### src/rtl/ldpc_ecc_pkg.sv
// Shared types and constants for the ldpc_ecc engine scheduler.
package ldpc_ecc_pkg;

    localparam int   CODEWORD_W = 16;
    localparam logic OP_ENC     = 1'b0;
    localparam logic OP_DEC     = 1'b1;

    typedef enum logic [1:0] {
        ST_IDLE  = 2'd0,
        ST_ISSUE = 2'd1,
        ST_WAIT  = 2'd2,
        ST_RESP  = 2'd3
    } sched_state_e;

endpackage

### src/rtl/ldpc_rr_arbiter.sv
// Round-robin priority picker: first set request at or after ptr, wrapping upward.
module ldpc_rr_arbiter #(
    parameter int NUM_REQ = 4,
    parameter int ID_W    = 2
) (
    input  logic [NUM_REQ-1:0] req,
    input  logic [ID_W-1:0]    ptr,
    output logic [NUM_REQ-1:0] gnt,
    output logic [ID_W-1:0]    gnt_idx
);

    always_comb begin
        logic            found;
        logic [ID_W-1:0] cand;
        gnt     = '0;
        gnt_idx = '0;
        found   = 1'b0;
        cand    = '0;
        for (int k = 0; k < NUM_REQ; k++) begin
            cand = ID_W'((int'(ptr) + k) % NUM_REQ);
            if (!found && req[cand]) begin
                found       = 1'b1;
                gnt[cand]   = 1'b1;
                gnt_idx     = cand;
            end
        end
    end

endmodule

### src/rtl/ldpc_ecc_sched.sv
// Shares one ldpc_ecc engine between NUM_REQ requesters: arbitrate, issue, capture, respond.
module ldpc_ecc_sched
    import ldpc_ecc_pkg::*;
#(
    parameter int NUM_REQ    = 4,
    parameter int DATA_WIDTH = 8,
    parameter int ID_W       = 2
) (
    input  logic                          clk,
    input  logic                          rst_n,
    input  logic [NUM_REQ-1:0]            req_valid,
    input  logic [NUM_REQ-1:0]            req_op,
    input  logic [CODEWORD_W*NUM_REQ-1:0] req_payload,
    output logic [NUM_REQ-1:0]            req_ready,
    output logic                          rsp_valid,
    input  logic                          rsp_ready,
    output logic [ID_W-1:0]               rsp_id,
    output logic                          rsp_op,
    output logic [CODEWORD_W-1:0]         rsp_data,
    output logic                          rsp_err,
    output logic                          busy,
    output logic [15:0]                   job_count,
    output logic                          eng_encode_en,
    output logic                          eng_decode_en,
    output logic [DATA_WIDTH-1:0]         eng_data_in,
    output logic [CODEWORD_W-1:0]         eng_codeword_in,
    input  logic [CODEWORD_W-1:0]         eng_codeword_out,
    input  logic                          eng_valid_out,
    input  logic [DATA_WIDTH-1:0]         eng_data_out,
    input  logic                          eng_error_detected
);

    sched_state_e          state_q, state_d;
    logic [ID_W-1:0]       ptr_q, ptr_d;
    logic [ID_W-1:0]       id_q, id_d;
    logic                  op_q, op_d;
    logic                  enc_en_q, enc_en_d;
    logic                  dec_en_q, dec_en_d;
    logic [DATA_WIDTH-1:0] data_in_q, data_in_d;
    logic [CODEWORD_W-1:0] cw_in_q, cw_in_d;
    logic                  rsp_valid_q, rsp_valid_d;
    logic [ID_W-1:0]       rsp_id_q, rsp_id_d;
    logic                  rsp_op_q, rsp_op_d;
    logic [CODEWORD_W-1:0] rsp_data_q, rsp_data_d;
    logic                  rsp_err_q, rsp_err_d;
    logic                  busy_q, busy_d;
    logic [15:0]           job_count_q, job_count_d;

    logic [NUM_REQ-1:0]    arb_gnt;
    logic [ID_W-1:0]       arb_idx;
    logic [CODEWORD_W-1:0] win_payload;
    logic                  win_op;

    ldpc_rr_arbiter #(
        .NUM_REQ (NUM_REQ),
        .ID_W    (ID_W)
    ) u_arb (
        .req     (req_valid),
        .ptr     (ptr_q),
        .gnt     (arb_gnt),
        .gnt_idx (arb_idx)
    );

    always_comb begin
        win_payload = '0;
        win_op      = 1'b0;
        for (int i = 0; i < NUM_REQ; i++) begin
            if (arb_gnt[i]) begin
                win_payload = req_payload[i*CODEWORD_W +: CODEWORD_W];
                win_op      = req_op[i];
            end
        end
    end

    // Grant is combinational in IDLE; held low while reset is asserted.
    assign req_ready = (rst_n && state_q == ST_IDLE) ? arb_gnt : '0;

    always_comb begin
        state_d     = state_q;
        ptr_d       = ptr_q;
        id_d        = id_q;
        op_d        = op_q;
        enc_en_d    = 1'b0;
        dec_en_d    = 1'b0;
        data_in_d   = data_in_q;
        cw_in_d     = cw_in_q;
        rsp_valid_d = rsp_valid_q;
        rsp_id_d    = rsp_id_q;
        rsp_op_d    = rsp_op_q;
        rsp_data_d  = rsp_data_q;
        rsp_err_d   = rsp_err_q;
        job_count_d = job_count_q;
        case (state_q)
            ST_IDLE: begin
                if (|req_valid) begin
                    id_d      = arb_idx;
                    op_d      = win_op;
                    ptr_d     = (arb_idx == ID_W'(NUM_REQ - 1)) ? '0 : arb_idx + ID_W'(1);
                    enc_en_d  = (win_op == OP_ENC);
                    dec_en_d  = (win_op == OP_DEC);
                    data_in_d = win_payload[DATA_WIDTH-1:0];
                    cw_in_d   = win_payload;
                    state_d   = ST_ISSUE;
                end
            end
            ST_ISSUE: state_d = ST_WAIT;
            ST_WAIT: begin
                // Engine result is registered, so it is visible one cycle after the enable.
                rsp_id_d = id_q;
                rsp_op_d = op_q;
                if (op_q == OP_ENC) begin
                    rsp_data_d = eng_codeword_out;
                    rsp_err_d  = ~eng_valid_out;
                end else begin
                    rsp_data_d = CODEWORD_W'(eng_data_out);
                    rsp_err_d  = eng_error_detected;
                end
                rsp_valid_d = 1'b1;
                state_d     = ST_RESP;
            end
            ST_RESP: begin
                if (rsp_ready) begin
                    rsp_valid_d = 1'b0;
                    job_count_d = job_count_q + 16'd1;
                    state_d     = ST_IDLE;
                end
            end
            default: state_d = ST_IDLE;
        endcase
        busy_d = (state_d != ST_IDLE);
    end

    always_ff @(posedge clk or negedge rst_n) begin
        if (!rst_n) begin
            state_q     <= ST_IDLE;
            ptr_q       <= '0;
            id_q        <= '0;
            op_q        <= 1'b0;
            enc_en_q    <= 1'b0;
            dec_en_q    <= 1'b0;
            data_in_q   <= '0;
            cw_in_q     <= '0;
            rsp_valid_q <= 1'b0;
            rsp_id_q    <= '0;
            rsp_op_q    <= 1'b0;
            rsp_data_q  <= '0;
            rsp_err_q   <= 1'b0;
            busy_q      <= 1'b0;
            job_count_q <= '0;
        end else begin
            state_q     <= state_d;
            ptr_q       <= ptr_d;
            id_q        <= id_d;
            op_q        <= op_d;
            enc_en_q    <= enc_en_d;
            dec_en_q    <= dec_en_d;
            data_in_q   <= data_in_d;
            cw_in_q     <= cw_in_d;
            rsp_valid_q <= rsp_valid_d;
            rsp_id_q    <= rsp_id_d;
            rsp_op_q    <= rsp_op_d;
            rsp_data_q  <= rsp_data_d;
            rsp_err_q   <= rsp_err_d;
            busy_q      <= busy_d;
            job_count_q <= job_count_d;
        end
    end

    assign rsp_valid       = rsp_valid_q;
    assign rsp_id          = rsp_id_q;
    assign rsp_op          = rsp_op_q;
    assign rsp_data        = rsp_data_q;
    assign rsp_err         = rsp_err_q;
    assign busy            = busy_q;
    assign job_count       = job_count_q;
    assign eng_encode_en   = enc_en_q;
    assign eng_decode_en   = dec_en_q;
    assign eng_data_in     = data_in_q;
    assign eng_codeword_in = cw_in_q;

endmodule

### config.mk
export PLATFORM = sky130hd
export DESIGN_NAME = ldpc_ecc_sched
export DESIGN_NICKNAME = d
export VERILOG_FILES = /design/src/rtl/ldpc_ecc_pkg.sv /design/src/rtl/ldpc_rr_arbiter.sv /design/src/rtl/ldpc_ecc_sched.sv
export SDC_FILE = /design/constraint.sdc
export NUM_CORES = 1
export LEC_CHECK = 0
export ABC_AREA = 1
export ABC_CLOCK_PERIOD_IN_PS = 2000
export BUFFER_PORTS_ARGS = -buffer_cell sky130_fd_sc_hd__buf_2
export CAP_MARGIN = 0
export CORE_MARGIN = 5
export CORE_UTILIZATION = 30
export DETAILED_ROUTE_END_ITERATION = 8
export PLACE_DENSITY = 0.56
export SLEW_MARGIN = 25
export SYNTH_ARGS = -nofsm -noshare
export SYNTH_HDL_FRONTEND = slang
export SYNTH_SLANG_ARGS = --single-unit
### constraint.sdc
create_clock -name clk -period 2 [get_ports clk]
set_input_delay 0.1 -clock clk [delete_from_list [all_inputs] [get_ports clk]]
set_output_delay 0.1 -clock clk [all_outputs]
set_load 0.02 [all_outputs]
==> out/results.txt, run 1 <==
The remaining number of nets flagged by the antenna check after routing is 0, and the worst path arrival time is 2050 ps. Layout net count: 778. The final cycle utilization of the critical path was 1.073.

The checks that failed: hold timing, setup timing. Number of antenna violations at the first check in global routing: 0. The number of failing setup endpoints in the final timing report was 23; the flip-flop and latch count after synthesis was 63. The number of nets handed over by synthesis was 575.

The largest total area in the synthesized netlist belongs to sky130_fd_sc_hd__dfrtp_1. Sort of element at the end of the critical path: a primary output. VDD sags by at most 1.944 mV.

The post-synth design cell area is 0.003749 sq mm, and the number of global-route vias before repair is 3,925. Prior to clock tree synthesis, the placed netlist has a worst setup slack of -51.52 ps. The global routing met2 resource utilization is 0.2635.

The global-route track usage on met3 is 0.04085, and the maximum number of pins on one net before global-route repair is 64. Input and output buffers added on the ports amount to 168. In this run the vertical extent of the chip is 121.8 microns.

STA classifies the critical path startpoint as a flip-flop. The floorplan step set the die width to 121.8 microns. The global routing stage identified its most utilized layer as met2.

At the worst endpoint, the required time is 1900 ps. For the number of cells after detailed placement, the log shows 803. The total length of routed wires is 12,490 microns, and the area overhead of the layout relative to synthesis is 55.94%.

Wire length of the first global-routing pass: 19,380 microns. The fraction of final layout cells with drive strength greater than 1 came out at 0.5430. Final count of hold timing violations: 48. Detailed placement ended at an HPWL of 9133 microns.

The number of filler cells placed in the layout was 1,172. Ranked by total cell area, the synthesized netlist is headed by sky130_fd_sc_hd__dfrtp_1 42%, sky130_fd_sc_hd__a21oi_1 10%, sky130_fd_sc_hd__nand2_1 9.9%, sky130_fd_sc_hd__nor2_1 4.4%, sky130_fd_sc_hd__inv_1 4.1%. The analysis attributes to cell leakage a power of 2.987 nW.

The run gives 0.1646 as the combined global-route utilization of all metal layers. Max-slew headroom at the worst pin: 0.4566. Clock tree synthesis selected as its root buffer the cell sky130_fd_sc_hd__clkbuf_16. TritonCTS built the clock tree. The total count of max-transition violations in the final report was 0; the routability-driven placement congestion ratio was 0.8757. Fraction of synthesized cell area taken by the top area cell type: 0.4206. For this run the aggregate overflow at the end of global routing stands at 0. TritonCTS created 9 clock buffers. The run gives 0 as the count of inserted antenna diode cells. The number of warning messages in the yosys log was 0. After detailed routing, the number of remaining DRC violations is 0. The sequential-to-total area share from yosys stat is 0.4206, and the ratio of total power to cell area is 2114 mW/mm^2. The wire length per cell after detailed routing is 14.84 microns. The classification of the worst setup path is flip-flop to primary output. The clock slew seen by the registers of the worst setup and hold paths was 60 ps. Iteration-0 DRC count of the detailed router: 219.

The top cell types in the final layout, fill and taps aside, are 164 x sky130_fd_sc_hd__buf_2, 70 x sky130_fd_sc_hd__nand2_1, 61 x sky130_fd_sc_hd__dfrtp_1. The most common library cell in the layout ignoring fill and taps is sky130_fd_sc_hd__buf_2. Dividing the synthesized area by the synthesized cell count gives 8.044 sq um. Setup repair after global routing could not meet its margin everywhere. The floorplan step defined a die boundary enclosing 0.01483 sq mm. Counting I/O delays and the setup requirement, the final critical path takes 2146 ps. Row generation in the floorplan step produced 40 rows. The run gives 0.3095 as the initial standard-cell utilization of the core. The path class of the tightest hold or removal check is primary input to asynchronous set/reset pin. The slew of the pin with the lowest slew margin was 815.1 ps.

The H-tree was split into 3 levels. The first detailed-routing pass ran for 4 iterations. Number of distinct library cells after synthesis: 39. The final critical-path setup slack was -146.4 ps; the final standard cell count with taps included and fillers excluded was 842. For the post-synthesis instance total, the log shows 466. The flow ran to the end, but the final reports show violations.

The highest clock rate is 0.4659 GHz. The logs give 169 for the number of ports placed on the die boundary and 0.4826 for the fraction of the core area covered by cells at the end of the flow. For the final database, setup skew stands at 8.523 ps. The tools report the final worst hold slack as -13.93 ps. Multi-input combinational cell area: 0.002196 sq mm. Detailed routing inserted a total of 3,899 vias. Dividing the detail-routed via count by the number of cells gives 4.631. The tool flagged a number of max-cap violations equal to 0.

The maximum number of buffers from clock root to sink came out at 2. CTS saw 63 sinks. Of all nets on the critical path, the largest fanout is 5. The region available for standard cell placement spans 0.01211 sq mm.

In the final layout, flip-flops and latches occupy 0.001579 sq mm. At the later pin of the worst-skew pair, clock insertion delay measures 320 ps. The routing usage on met1 is 0.2219.
-- layout make-up --
cell class,instances,share of cell area
clock buffer,10,0.04088
clock inverter,6,0.007491
inverter,48,0.03339
multi-input combinational,331,0.3756
sequential,63,0.2701
tap,168,0.03596
timing repair buffer,216,0.2365
-- flip-flops by register name, indices dropped and copies added, names as in the netlist, named ones only --
register,flops
eng_data_in,7
op_q,1
rsp_id,2
job_count,16
eng_decode_en,1
state_q,2
rsp_err,1
ptr_q,1
rsp_op,1
busy,1
rsp_valid,1
id_q,2
eng_codeword_in,9
eng_encode_en,1
rsp_data,16
-- cells by family after synthesis --
family                   synth area share
AND/OR/NAND/NOR                    0.2543
buffers and inverters             0.09145
AO/OA/AOI/OAI                      0.1766
adder cells (fa/ha/maj)           0.02670
XOR/XNOR                          0.03037
flip-flops                         0.4206
-- power breakdown --
group / switching, W / internal (W)
clock network: 0.000585 / 0.000878
logic: 0.00506 / 0.00365
registers: 0.000367 / 0.00181
-- Yosys cell counts (all sizes together) --
cell      n
xor2      6
a21boi    4
buf      18
nor3      2
dfrtp    63
nor4      1
a31oi     1
inv      47
clkinv    1
nand3    41
a22o      8
and3      1
ha        8
o211ai    1
o21ai     7
nor3b     1
xnor2     7
o22ai     1
clkbuf    6
a21oi    90
nor2     47
nand2   105
-- worst paths after layout --
path | start | endpoint | slack, ps | cells after the start
max | flip-flop | req_ready[1] | -150 | 13
min | rst_n | eng_codeword_in[10] | -10 | 2
max reg2reg | flip-flop | eng_codeword_in[13] | -140 | 15
min reg2reg | job_count[15] | job_count[15] | 470 | 1
max in group asynchronous | rst_n | ptr_q[1] | 1440 | 2
min in group clk | eng_codeword_out[13] | rsp_data[13] | 20 | 2
-- per-layer routing --
metal	part of all wire	routed length [microns]
met1	0.46	5701
met2	0.45	5636
met3	0.077	963
met4	0.015	192
met5	0	0
-- through the flow --
| stage | area (sq um) | TNS, ps | hold WS, ps | total power, W |
|---|---|---|---|---|
| 3_3_place_gp | 4915 | -145.1 | 328.9 | 0.008683 |
| 5_1_grt | 5846 | -5217 | 13.24 | 0.01330 |
| 6_report | 5846 | -2281 | -13.93 | 0.01236 |
| 4_1_cts | 5580 | -2543 | 4.238 | 0.01149 |
| 3_5_place_dp | 4915 | -473.2 | 325.8 | 0.008717 |
| 2_1_floorplan | 3771 | 0 | -195.6 | 0.006659 |
-- timing repair --
item / 4_1_cts / 5_1_grt
hold buffers: 4 / 0
cloned: 2 / 1
pin swaps: 18 / 40
setup buffers: 15 / 2
hold endpoints to repair: 4 / 0
gates resized for setup: 47 / 76
setup endpoints to repair: 21 / 28
-- critical path, cell delays in order (launching register included) --
cell                      delay [ps]
sky130_fd_sc_hd__dfrtp_2         430
sky130_fd_sc_hd__inv_4            80
sky130_fd_sc_hd__ha_4            220
sky130_fd_sc_hd__inv_4            70
sky130_fd_sc_hd__nand3_2          60
sky130_fd_sc_hd__nand2_2          90
sky130_fd_sc_hd__nor2_4           60
sky130_fd_sc_hd__buf_6           120
sky130_fd_sc_hd__a21oi_4         130
sky130_fd_sc_hd__nand3_4         100
sky130_fd_sc_hd__buf_12          140
sky130_fd_sc_hd__nand2_2          50
sky130_fd_sc_hd__inv_2            30
sky130_fd_sc_hd__buf_6           120
Note: power is estimated with default switching activity, not from simulation.
==> run 2: changes to the inputs <==
--- a/config.mk
+++ b/config.mk
@@ -6,14 +6,12 @@
 export NUM_CORES = 1
 export LEC_CHECK = 0
 export ABC_AREA = 1
-export ABC_CLOCK_PERIOD_IN_PS = 2000
 export BUFFER_PORTS_ARGS = -buffer_cell sky130_fd_sc_hd__buf_2
 export CAP_MARGIN = 0
 export CORE_MARGIN = 5
 export CORE_UTILIZATION = 30
 export DETAILED_ROUTE_END_ITERATION = 8
-export PLACE_DENSITY = 0.56
-export SLEW_MARGIN = 25
+export SLEW_MARGIN = 30
 export SYNTH_ARGS = -nofsm -noshare
 export SYNTH_HDL_FRONTEND = slang
 export SYNTH_SLANG_ARGS = --single-unit
==> out/results.txt, run 2 (synthesized netlist as in run 1, its figures left out) <==
The flow ran to the end, but the final reports show violations. The checks that failed: hold timing, setup timing. The clock slew seen by the registers of the worst setup and hold paths is 60 ps (about the same). The number of ports placed on the die boundary was 169 (unchanged); the die boundary height was 121.8 microns (unchanged). Highest clock rate: 0.4609 GHz (-1.1%). The final worst hold slack came out at -16.54 ps (-2.607 ps).

Setup repair after global routing could not meet its margin everywhere. The net switching power of the design came out at 0.005527 W (-8.1%). The logs give 0 (unchanged) for the max-cap violation count and 3 (unchanged) for the number of levels the H-tree was split into. In the layout the commonest cells are 164 x sky130_fd_sc_hd__buf_2, 92 x sky130_fd_sc_hd__nand2_1, 61 x sky130_fd_sc_hd__a21oi_1, 61 x sky130_fd_sc_hd__dfrtp_1, 42 x sky130_fd_sc_hd__nor2_1.

The biggest cell delay along the critical path is 430 ps (about the same). Post-route DRC violation count: 0 (unchanged). Net switching share of the total power: 0.4631 (-0.02385).

The logs give 9049 microns (-0.92%) for the estimated wirelength of the detail-placed design and 0 (unchanged) for the number of antenna violations at the first check in global routing. The final cycle utilization of the critical path works out to 1.085 (+0.01168). The cell that appears most often on the critical path is sky130_fd_sc_hd__nand2_1. The number of global-route vias before repair was 3,915 (-0.25%). The tools report the final-layout setup total negative slack as -1976 ps (+305.0 ps).

The clock period minus worst slack works out to 2170 ps (+23.36 ps). STA classifies the critical path endpoint as a flip-flop. The standby leakage power was 3.022 nW (+1.2%); the max-slew headroom at the worst pin was 0.4551 (-0.001429).

The run gives 0.1650 (+0.0004082) as the combined global-route utilization of all metal layers. The tools report the routability-driven placement congestion ratio as 0.8720 (-0.42%). The peak fanout along the critical path was 13 (+8).

The floorplan die width came out at 121.8 microns (unchanged). The most common library cell in the layout ignoring fill and taps was sky130_fd_sc_hd__buf_2. For the total count of max-transition violations in the final report, the log shows 0 (unchanged). The run gives 848 (+0.71%) as the final standard cell count with taps included and fillers excluded. Cell family contributing the most delay on the critical path: simple AND/OR/NAND/NOR gates. The tools report the standard cell core area as 0.01211 sq mm (unchanged). The tools report the layout net count as 784 (+0.77%). For the total via count in the routed design, the log shows 3,895 (-0.10%). Among all stages on the critical path, the largest delay is contributed by sky130_fd_sc_hd__dfrtp_2. The logs give 1.778 mV (-8.6%) for the highest ir drop seen on vdd and 2250 ps (+350 ps) for the required time reported for the critical path endpoint. The tools report the maximum number of buffers from clock root to sink as 2 (unchanged). The number of filler cells placed in the layout came out at 1,192 (+1.7%).

The tools report the final count of hold timing violations as 26 (-46%). The run gives 4 (unchanged) as the number of detailed-route iterations in the first pass. Walking the worst path, the cells encountered are inv_4 -> ha_4 -> inv_4 -> nand3_2 -> nand2_2 -> nor2_4 -> nand2_1 -> nand2_1 -> a21oi_2 -> nand2_4 -> buf_4 -> buf_12 -> a21oi_1 -> nand2_1 -> a21oi_2. The TritonCTS buffer count came out at 9 (unchanged). The average via count per standard cell is 4.593 (-0.81%), and the number of cells after detailed placement is 811 (+1.0%). Ratio of total power to cell area: 2075 mW/mm^2 (-1.8%). The final critical-path setup slack was -169.7 ps (-23.36 ps). The post-layout instance area was 0.005753 sq mm (-1.6%).

The classification of the worst setup path was flip-flop to flip-flop. The run gives 0.004997 sq mm (+1.7%) as the post-place instance area. The fraction of final layout cells with drive strength greater than 1 was 0.4765 (-0.06656).

The worst setup path is launched from a flip-flop. For the initial standard-cell utilization of the core, the log shows 0.3095 (unchanged). The logs give 0 (unchanged) for the remaining global-route overflow and 0.665 (-0.040) for the part of the total power dissipated in combinational logic. The number of buffers inserted by port buffering is 168 (unchanged).

The count of buffer and inverter cells on the critical path is 4 (-2). The area growth from synthesis to layout is 53.47%. The total length of routed wires came out at 12,240 microns (-2.0%). Cell internal power dissipation: 0.006409 W (+1.1%). The tools report the row count as 40 (unchanged).

The maximum number of pins on one net before global-route repair is 64 (unchanged). TritonCTS built the clock tree. The logs give 223 (+1.8%) for the iteration-0 DRC count of the detailed router and 5.826 ps (-2.697 ps) for the worst-case clock skew. The number of clock sinks is 63 (unchanged).

The wire length of the first global-routing pass was 19,570 microns (+1.0%); the area of the die was 0.01483 sq mm (unchanged). Worst min-delay path category: primary input to asynchronous set/reset pin. The root cell of the clock tree is sky130_fd_sc_hd__clkbuf_16.

The tools report the power share of the clock group as 0.151 (+0.033). The run gives 0 (unchanged) as the count of inserted antenna diode cells. The worst path arrival time is 2420 ps (+370 ps).

Number of failing setup endpoints in the final timing report: 23 (unchanged). The remaining number of nets flagged by the antenna check after routing is 0 (unchanged). The wire length per cell after detailed routing was 14.44 microns (-2.7%).

The clock latency on the worst-skew pair was 320 ps (about the same). The sequential group share of total power was 0.183 (+0.007); the slew of the pin with the lowest slew margin was 817.3 ps (+2.144 ps).
run 2: repair_timing:
item,4_1_cts,5_1_grt
setup buffers,13,4
hold buffers,2,1
endpoints found under the hold margin,2,1
gates resized for setup,30,30
pin swaps,16,12
gates cloned,1,0
setup endpoints to repair,24,26
run 2: path summary, 6_finish.rpt:
kind                                      start             end  slack, ps  depth (start not counted)
setup / recovery                      flip-flop  eng_data_in[0]       -170                         15
hold / removal                            rst_n    job_count[3]        -20                          2
setup reg to reg                      flip-flop  eng_data_in[0]       -170                         15
hold reg to reg                   job_count[15]   job_count[15]        470                          1
max in group asynchronous                 rst_n        ptr_q[1]       1440                          2
min in group clk           eng_codeword_out[15]    rsp_data[15]         10                          2
run 2: cell type report:
cell class                      instances  area (sq um)  share of cell area
Tap cell                              168         210.2             0.03654
Timing Repair Buffer                  222          1403              0.2438
Sequential cell                        63          1579              0.2745
Multi-Input combinational cell        331          2026              0.3521
Clock inverter                          7         120.1             0.02088
Inverter                               48         190.2             0.03306
Clock buffer                            9         225.2             0.03915
run 2: through the flow:
stage                     setup slack [ps]  power (W)  utilization
after global routing                -279.3    0.01285       0.4750
after floorplan                      37.32   0.006659            -
after detailed placement            -80.67   0.008941       0.4126
after global placement              -52.53   0.008891       0.4126
final                               -169.7    0.01194       0.4750
after CTS                           -148.8    0.01162       0.4627
run 2: metal layers:
layer	vias to the layer above	GRT usage	share of wire
li1	1935	-	-
met1	1772	0.2285	0.47
met2	169	0.2548	0.44
met3	19	0.03807	0.072
met4	0	0.05322	0.017
met5	-	0	0
run 2: power groups by stage:
stage / combinational [W] / clock (W) / sequential, W
finish: 0.00794 / 0.00180 / 0.00219
detailed placement: 0.00672 / 0 / 0.00222
floorplan: 0.00395 / 0 / 0.00271
CTS: 0.00757 / 0.00185 / 0.00220
global placement: 0.00669 / 0 / 0.00220
global route: 0.00867 / 0.00192 / 0.00226
==> run 3: changes to the inputs <==
==> constraint.sdc (replaced) <==
create_clock -name clk -period 2.6 [get_ports clk]
set_input_delay 0.13 -clock clk [delete_from_list [all_inputs] [get_ports clk]]
set_output_delay 0.13 -clock clk [all_outputs]
set_load 0.02 [all_outputs]
==> out/results.txt, run 3 (synthesized netlist as in run 1, its figures left out) <==
The run gives 63 (unchanged) as the number of clock sinks. The sort of element at the end of the critical path is a primary output. The tools report the number of filler cells placed in the layout as 1,240 (+4.0%). The run finished with clean final reports. Routability-driven placement congestion ratio: 0.8657 (-0.72%). The worst path arrival time came out at 2360 ps (-60 ps). Iteration-0 DRC count of the detailed router: 247 (+11%). Setup repair after global routing could not meet its margin everywhere. The floorplan die width was 121.8 microns (unchanged); the highest ir drop seen on vdd was 0.9269 mV (-48%).

The area of the die came out at 0.01483 sq mm (unchanged). The total via count in the routed design came out at 3,746 (-3.8%). The tools report the remaining number of nets flagged by the antenna check after routing as 0 (unchanged). TritonCTS buffer count: 9 (unchanged). In the layout the commonest cells are 168 x sky130_fd_sc_hd__buf_2, 99 x sky130_fd_sc_hd__nand2_1, 78 x sky130_fd_sc_hd__a21oi_1. The die boundary height is 121.8 microns (unchanged). The slew of the pin with the lowest slew margin is 823.9 ps (+6.652 ps).

The ratio of total power to cell area works out to 1540 mW/mm^2 (-26%). The worst-case setup slack after placement was 198.5 ps (+279.2 ps). The run gives 0 (-2) as the count of hold-fix buffers inserted at cts.

The maximum number of pins on one net before global-route repair was 64 (unchanged); the area overhead of the layout relative to synthesis was 38.55%. The highest layer touched by signal routing is met4. The logs give 18,110 microns (-7.5%) for the wire length of the first global-routing pass and 787 (-3.0%) for the number of cells after detailed placement. The worst-case clock skew came out at 8.383 ps (+2.557 ps).

The number of buffers inserted by port buffering is 168 (unchanged), and the maximum number of buffers from clock root to sink is 2 (unchanged). Most common library cell in the layout ignoring fill and taps: sky130_fd_sc_hd__buf_2. The highest clock rate was 0.4010 GHz. The number of global-route vias before repair is 3,709 (-5.3%), and the wire length on met2 is 5165 microns (-5.1%). The clock period minus worst slack works out to 2494 ps. The logs give 106.3 ps (+276.0 ps) for the final critical-path setup slack and 2470 ps (+220 ps) for the required time reported for the critical path endpoint. The path class of the tightest hold or removal check is primary input to asynchronous set/reset pin. The count of inserted antenna diode cells is 0 (unchanged). The classification of the worst setup path is flip-flop to primary output.

The root buffer cell chosen for the clock tree is sky130_fd_sc_hd__clkbuf_16. The final count of hold timing violations came out at 0 (-100%). The clock latency on the worst-skew pair is 320 ps (about the same). The initial standard-cell utilization of the core is 0.3095 (unchanged). The run gives 815 (-3.9%) as the final standard cell count with taps included and fillers excluded. The number of antenna violations at the first check in global routing is 0 (unchanged), and the number of ports placed on the die boundary is 169 (unchanged). The average via count per standard cell is 4.596 (about the same). The tools report the max-cap violation count as 0 (unchanged). The final cycle utilization of the critical path is 0.9591, and the estimated wirelength of the detail-placed design is 8936 microns (-1.2%). The max-slew headroom at the worst pin is 0.4507 (-0.004435), and the wire length per cell after detailed routing is 14.32 microns (-0.84%). For the number of levels the H-tree was split into, the log shows 3 (unchanged).

The worst setup path is launched from a flip-flop. The run gives 5 (+1) as the number of detailed-route iterations in the first pass. The total count of max-transition violations in the final report is 0 (unchanged), and the combined global-route utilization of all metal layers is 0.1521 (-0.01290).

Fraction of final layout cells with drive strength greater than 1: 0.3864 (-0.09007). TritonCTS built the clock tree. The standard cell core area is 0.01211 sq mm (unchanged).

The run gives 40 (unchanged) as the row count. The tools report the multi-input combinational cell area as 0.001841 sq mm (-9.1%). The logs give 954 microns (+7.6%) for the detailed-routed wire length on met3 and 0 (unchanged) for the remaining global-route overflow. For the layout net count, the log shows 751 (-4.2%).

The clock slew seen by the registers of the worst setup and hold paths is 60 ps (about the same), and the wire length the detailed router placed on met1 is 5362 microns (-6.0%). The number of failing setup endpoints in the final timing report came out at 0 (-100%). The logs give 11,670 microns (-4.7%) for the total length of routed wires and 0.001577 sq mm (-0.16%) for the area occupied by registers. The standby leakage power is 2.791 nW (-7.7%), and the peak fanout along the critical path is 31 (+18). For the post-route DRC violation count, the log shows 0 (unchanged).
run 3: cell types whose count changed in the layout (fill, tap and decap cells not counted), moves of 7 or more:
cell,previous run,this run
sky130_fd_sc_hd__nand2_1,92,99
sky130_fd_sc_hd__a21oi_1,61,78
sky130_fd_sc_hd__nand3_1,18,26
sky130_fd_sc_hd__buf_4,41,18
sky130_fd_sc_hd__a21oi_2,28,11
run 3: layout make-up:
cell class / instances / area share
Inverter: 48 / 0.03614
Sequential cell: 63 / 0.3035
Clock inverter: 5 / 0.02024
Clock buffer: 11 / 0.04674
Multi-Input combinational cell: 331 / 0.3544
Timing Repair Buffer: 189 / 0.1985
Tap cell: 168 / 0.04047
run 3: per-stage QoR:
step                      total power, W  hold slack, ps  instance area [sq um]  TNS, ps    util
final                           0.007997           13.14                   5194        0  0.4288
after floorplan                 0.005073          -165.6                   3749        0       -
after global routing            0.008643           32.35                   5194   -94.86  0.4288
after CTS                       0.007679           26.48                   5079        0  0.4193
after global placement          0.006145           354.2                   4722        0  0.3899
after detailed placement        0.006221           357.1                   4722        0  0.3899
run 3: final timing paths:
check                                startpoint                  end  slack, ps  cells past startpoint
min reg2reg                       job_count[15]        job_count[15]        470                      1
max in group asynchronous                 rst_n          rsp_data[2]       2050                      2
min in group clk           eng_codeword_out[11]         rsp_data[11]         40                      2
max reg2reg                           flip-flop  eng_codeword_in[13]        250                     15
min                                       rst_n         job_count[3]         10                      2
max                                   flip-flop         req_ready[2]        110                     12
run 3: where the power goes:
group	switching [W]	leakage, nW	internal [W]
sequential	0.000279	0.765	0.00139
combinational	0.00314	1.86	0.00181
clock	0.000418	0.162	0.000962
run 3: repair_timing:
item	in CTS	in global routing
buffers inserted	0	12
gates resized for setup	2	7
endpoints found under the setup margin	2	9
pin swaps	0	3
run 3: layer usage:
layer	GRT usage	vias to the layer above
met3	0.04132	12
met1	0.2080	1704
met2	0.2314	159
li1	-	1871
met5	0	-
met4	0.05322	0
run 3: worst max-delay path, stage by stage, from the launching register on:
cell	delay [ps]
sky130_fd_sc_hd__dfrtp_1	380
sky130_fd_sc_hd__inv_2	150
sky130_fd_sc_hd__ha_1	300
sky130_fd_sc_hd__inv_1	130
sky130_fd_sc_hd__nand3_1	90
sky130_fd_sc_hd__nand2_1	130
sky130_fd_sc_hd__nor2_4	80
sky130_fd_sc_hd__a21boi_2	140
sky130_fd_sc_hd__nand3_2	160
sky130_fd_sc_hd__buf_12	210
sky130_fd_sc_hd__nand2_1	60
sky130_fd_sc_hd__inv_1	40
sky130_fd_sc_hd__buf_2	150
